File: config.mk
export PLATFORM = sky130hd
export DESIGN_NAME = lfsr_stream_ctrl
export DESIGN_NICKNAME = d
export VERILOG_FILES = /design/src/rtl/lfsr_stream_ctrl.sv
export SDC_FILE = /design/constraint.sdc
export NUM_CORES = 1
export LEC_CHECK = 0
export ABC_AREA = 1
export CAP_MARGIN = 5
export CORE_MARGIN = 4
export CORE_UTILIZATION = 30
export CTS_CLUSTER_DIAMETER = 30
export CTS_CLUSTER_SIZE = 12
export DETAILED_ROUTE_END_ITERATION = 6
export PLACE_DENSITY = 0.53
export SLEW_MARGIN = 20
export SYNTH_ARGS = -nofsm -noshare
export SYNTH_HDL_FRONTEND = slang
export SYNTH_SLANG_ARGS = --single-unit
File: constraint.sdc
create_clock -name clk -period 1.5 [get_ports clk]
set_input_delay 0.3 -clock clk [delete_from_list [all_inputs] [get_ports clk]]
set_output_delay 0.3 -clock clk [all_outputs]
set_load 0.1 [all_outputs]
File: src/rtl/lfsr_stream_ctrl.sv
// Job sequencer for one LFSR/comparator stochastic bit-stream generator:
// loads threshold and seed, runs the LFSR for len cycles, counts qualified ones.
module lfsr_stream_ctrl #(
  parameter int unsigned WL      = 8,
  parameter int unsigned LW      = 10,
  parameter int unsigned CMP_LAT = 1
) (
  input  logic          clk,
  input  logic          rst,
  input  logic          req_valid,
  output logic          req_ready,
  input  logic [WL-1:0] req_thresh,
  input  logic [WL-1:0] req_seed,
  input  logic [LW-1:0] req_len,
  input  logic          abort,
  output logic          thr_wen,
  output logic [WL-1:0] thr_d,
  output logic          lfsr_load,
  output logic [WL-1:0] lfsr_seed,
  output logic          lfsr_en,
  input  logic          cmp_bit,
  output logic          bit_valid,
  output logic          bit_out,
  output logic          res_valid,
  output logic [LW-1:0] res_count,
  input  logic          res_ready,
  output logic          busy
);

  localparam int unsigned PW = (CMP_LAT > 0) ? CMP_LAT : 1;

  typedef enum logic [2:0] {S_IDLE, S_LOAD, S_RUN, S_DRAIN, S_DONE} state_e;

  state_e        state_q, state_d;
  logic [WL-1:0] thresh_q, thresh_d;
  logic [WL-1:0] seed_q, seed_d;
  logic [LW-1:0] len_q, len_d;
  logic [LW-1:0] remain_q, remain_d;
  logic [LW-1:0] count_q, count_d;
  logic [PW-1:0] vpipe_q, vpipe_d;
  logic          thr_wen_q, thr_wen_d;
  logic          lfsr_load_q, lfsr_load_d;
  logic          lfsr_en_q, lfsr_en_d;
  logic          res_valid_q, res_valid_d;
  logic [LW-1:0] res_count_q, res_count_d;
  logic          busy_q, busy_d;
  logic          flush;
  logic [PW-1:0] pipe_rest;

  // Valid pipe tracks which cmp_bit cycles belong to enabled LFSR steps.
  assign bit_valid = (CMP_LAT == 0) ? lfsr_en_q : vpipe_q[PW-1];
  assign bit_out   = bit_valid & cmp_bit;
  assign req_ready = (state_q == S_IDLE);

  assign thr_wen   = thr_wen_q;
  assign thr_d     = thresh_q;
  assign lfsr_load = lfsr_load_q;
  assign lfsr_seed = seed_q;
  assign lfsr_en   = lfsr_en_q;
  assign res_valid = res_valid_q;
  assign res_count = res_count_q;
  assign busy      = busy_q;

  always_comb begin
    state_d   = state_q;
    thresh_d  = thresh_q;
    seed_d    = seed_q;
    len_d     = len_q;
    remain_d  = remain_q;
    count_d   = count_q;
    flush     = 1'b0;
    pipe_rest = vpipe_q << 1;

    if (bit_valid && cmp_bit && (count_q != {LW{1'b1}})) begin
      count_d = count_q + LW'(1);
    end

    case (state_q)
      S_IDLE: begin
        if (req_valid) begin
          thresh_d = req_thresh;
          seed_d   = (req_seed == '0) ? WL'(1) : req_seed;
          len_d    = req_len;
          state_d  = S_LOAD;
        end
      end
      S_LOAD: begin
        if (abort) begin
          flush   = 1'b1;
          state_d = S_IDLE;
        end else if (len_q != '0) begin
          remain_d = len_q;
          state_d  = S_RUN;
        end else begin
          state_d = S_DONE;
        end
      end
      S_RUN: begin
        if (abort) begin
          flush   = 1'b1;
          state_d = S_IDLE;
        end else if (remain_q == LW'(1)) begin
          state_d = (CMP_LAT == 0) ? S_DONE : S_DRAIN;
        end else begin
          remain_d = remain_q - LW'(1);
        end
      end
      S_DRAIN: begin
        if (abort) begin
          flush   = 1'b1;
          state_d = S_IDLE;
        end else if (pipe_rest == '0) begin
          state_d = S_DONE;
        end
      end
      S_DONE: begin
        if (res_ready) begin
          count_d = '0;
          state_d = S_IDLE;
        end
      end
      default: state_d = S_IDLE;
    endcase

    if (flush) begin
      count_d = '0;
    end
    vpipe_d = flush ? '0 : ((vpipe_q << 1) | PW'(lfsr_en_q));

    // Strobes are registered decodes of the next state.
    thr_wen_d   = (state_d == S_LOAD);
    lfsr_load_d = (state_d == S_LOAD);
    lfsr_en_d   = (state_d == S_RUN);
    res_valid_d = (state_d == S_DONE);
    res_count_d = (state_d == S_DONE) ? count_d : '0;
    busy_d      = (state_d != S_IDLE);
  end

  always_ff @(posedge clk) begin
    if (rst) begin
      state_q     <= S_IDLE;
      thresh_q    <= '0;
      seed_q      <= '0;
      len_q       <= '0;
      remain_q    <= '0;
      count_q     <= '0;
      vpipe_q     <= '0;
      thr_wen_q   <= 1'b0;
      lfsr_load_q <= 1'b0;
      lfsr_en_q   <= 1'b0;
      res_valid_q <= 1'b0;
      res_count_q <= '0;
      busy_q      <= 1'b0;
    end else begin
      state_q     <= state_d;
      thresh_q    <= thresh_d;
      seed_q      <= seed_d;
      len_q       <= len_d;
      remain_q    <= remain_d;
      count_q     <= count_d;
      vpipe_q     <= vpipe_d;
      thr_wen_q   <= thr_wen_d;
      lfsr_load_q <= lfsr_load_d;
      lfsr_en_q   <= lfsr_en_d;
      res_valid_q <= res_valid_d;
      res_count_q <= res_count_d;
      busy_q      <= busy_d;
    end
  end

endmodule

==> key figures <==
Detailed routing
  • Avg Vias per Cell: 4.54
  • Initial DRC count: just under 80
  • DR WL/cell: 11.9 µm
  • Via count: roughly 2700
  • Pre-antenna DRT Iters: 4
  • Final ANT Viol Nets: 0
  • Post-route DRC: 0
  • Final WL: 7180 µm

Clock tree
  • Post-CTS Hold Buffers: 0
  • Clock sinks: 64
  • Clock root buffer: clkbuf_8
  • CTS tree: done
  • H-tree Lvls: 3
  • CTS buffer count: 9
  • Clock tree buffer depth: 2
  • Clock Latency Late Sink: 0.33 ns
  • Reg clk slew, reported paths: about 0.07 ns

Die
  • Die Height: between 100 and 150 µm
  • Die ar.: 10800 µm²
  • Die width: ~100 µm
  • CORE AREA: ~8800 µm²
  • Ports: 66
  • Starting Density: a little under a third
  • Row count: 34

Pwr
  • Maximum vdd ir drop: between 0.0005 and 0.0006 V
  • PwrDens: about 940 nW/µm²
  • Leak: between 1.5 and 2 nW

Setup path
  • CP Buf/Inv Count: 2
  • Crit-path max FO: 3
  • Delay-heaviest family, CP: flip-flops
  • Worst Setup Start Kind: flop
  • Crit path required time: between 1 and 1.5 ns
  • Crit path largest cell delay: 0.36 ns
  • Crit path DAT: 1.16 ns
  • Slowest CP cell: dfxtp_4
  • CP Cell Sequence: inv_4, nand2_4, nor2_4, buf_12
  • Setup Crit Path Kind: reg -> out
  • Worst Setup End Kind: output pin

Synth
  • Synth Instances: 392
  • Mapped Area: 2760 µm²
  • Largest area contributor in the netlist: dfxtp_1
  • EDFF count, synth: 0
  • Synth top area share: ~46%
  • Avg Cell Area, Syn: approximately 7.0 µm²
  • Synth async-reset ratio: 0%
  • Ys flop type: dfxtp_1
  • Synth Net Count: between 400 and 500
  • Distinct cells, synth: 29
  • Yosys warnings: 0
  • Area contributors post-synth: dfxtp_1 (46%), nand2_1 (13%), nor2_1 (8.4%), inv_1 (5.7%), a21oi_1 (4.9%)
  • Register bit total from synthesis: 64
  • Register area share after synthesis: between 40 and 50%

STA
  • Slew @ Worst Pin: around 0.34 ns
  • Fin Clk Skew: 0.00943 ns
  • Final max-slew violation count: 0
  • RSZ-0062 raised after global routing: true
  • Hold Worst Slack: ~0.5 ns
  • Slew margin rel.: 76.9%
  • Peak Freq: a little under 700 MHz
  • Total negative setup slack: 0 ns
  • Fin crit period: between 1 and 1.5 ns
  • Final hold violations: 0
  • Setup-failing EPs final: 0
  • Period utilization: between 90% and 100%

Layout
  • ANT cells: 0
  • Commonest non-fill, non-tap cell in the layout: nand2_1
  • Post-layout net count: roughly 530
  • Layout cells sized above 1: roughly 28%
  • Most frequent cells in the layout: nand2_1 (91), nor2_1 (54), dfxtp_1 (53)
  • Final cell count without fillers: 603
  • Filler instances: a little under 900
  • Syn-to-layout area delta: 62.1%

Global routing
  • GRT overflow: 0
  • Antenna violations before repair: 0
  • First-pass GRT wire length: around 12000 µm
  • Pin count of the biggest net entering global routing: 20
  • Global-route usage over all layers: roughly 13%
  • Vias in the first global route: around 2600

Placed design
  • PortBufs: 65
  • Routability congestion estimate: about 0.84
  • HPWL Detailed: around 5400 µm
  • Placed cells: 582

Worst hold path
  • Hold crit path type: reg -> reg

Run
  • Max_cap viols: 0

Run status
  • Status: finished clean
==> Yosys cell counts, drive strengths merged (2+ instances only) <==
library cell,count
nand4,7
ha,3
nand2,98
clkinv,2
nor3,4
o21bai,2
o22ai,2
inv,43
o21ai,29
dfxtp,64
nand3,25
clkbuf,7
o211ai,2
buf,7
a21oi,30
nor2,63
==> stage by stage <==
step / utilization [%] / total power, mW / area [µm²] / setup slack (ns)
floorplan: - / 2.50 / 2860 / -0.192
global placement: 47.0 / 2.91 / 4160 / -0.206
detailed placement: 47.0 / 2.91 / 4160 / -0.246
CTS: 49.1 / 4.22 / 4350 / 0.0189
global route: 50.5 / 4.41 / 4470 / -0.0341
finish: 50.5 / 4.19 / 4470 / 0.0359
==> state kept, by name, indices dropped and copies added, names as in the netlist <==
name	flops
state_q	3
lfsr_load	1
lfsr_seed	8
lfsr_en	1
len_q	10
res_valid	1
res_count	10
thr_d	8
busy	1
bit_valid	1
count_q	10
remain_q	10
==> logic make-up (layout without fill, tap and decap cells) <==
family / count (synthesis) / count (layout) / synth area share, %
and+or+nand+nor: 199 / 199 / 30.2
AOI/OAI and AO/OA: 67 / 67 / 13.2
DFF: 64 / 64 / 46.4
buffers and inverters: 59 / 162 / 8.71
adders and majority gates: 3 / 3 / 1.36
==> path summary, 6_finish.rpt <==
path | start | to | slack [ns] | cells past startpoint
hold / removal | len_q[1] | len_q[1] | 0.49 | 2
setup reg to reg | state_q[1] | res_count[1] | 0.07 | 8
hold reg to reg | len_q[1] | len_q[1] | 0.49 | 2
setup / recovery | state_q[1] | req_ready | 0.04 | 4
==> what timing repair did <==
item,CTS,global route
buffers inserted,2,3
endpoints found under the setup margin,3,33
gates resized for setup,2,38
pin swaps,1,13
==> report_power, final <==
group | leakage [nW] | switching [mW] | internal (mW)
Sequential | 0.528 | 0.0717 | 1.78
Clock | 0.0772 | 0.689 | 0.594
Combinational | 1.25 | 0.631 | 0.431
Total | 1.85 | 1.39 | 2.80
==> final cells by class <==
class / count / area, µm² / share of cell area, %
sequential: 64 / 1310 / 29.2
timing repair buffer: 101 / 1310 / 29.2
clock buffer: 9 / 124 / 2.77
multi-input combinational: 269 / 1360 / 30.4
tap: 108 / 135 / 3.02
clock inverter: 7 / 48.8 / 1.09
inverter: 45 / 194 / 4.34
==> worst min-delay path: stages, from the launching register on <==
cell	delay (ns)
dfxtp_1	0.32
inv_1	0.07
a21oi_1	0.06
==> per-layer routing <==
| metal | wire length (µm) | global-route usage, % | vias up |
|---|---|---|---|
| li1 | - | - | 1455 |
| met1 | 3230 | 16.3 | 1214 |
| met2 | 3220 | 20.4 | 62 |
| met3 | 650 | 6.83 | 5 |
| met4 | 70 | 5.13 | 0 |
| met5 | 0 | 0 | - |
Power figures use the tool's default switching activity.
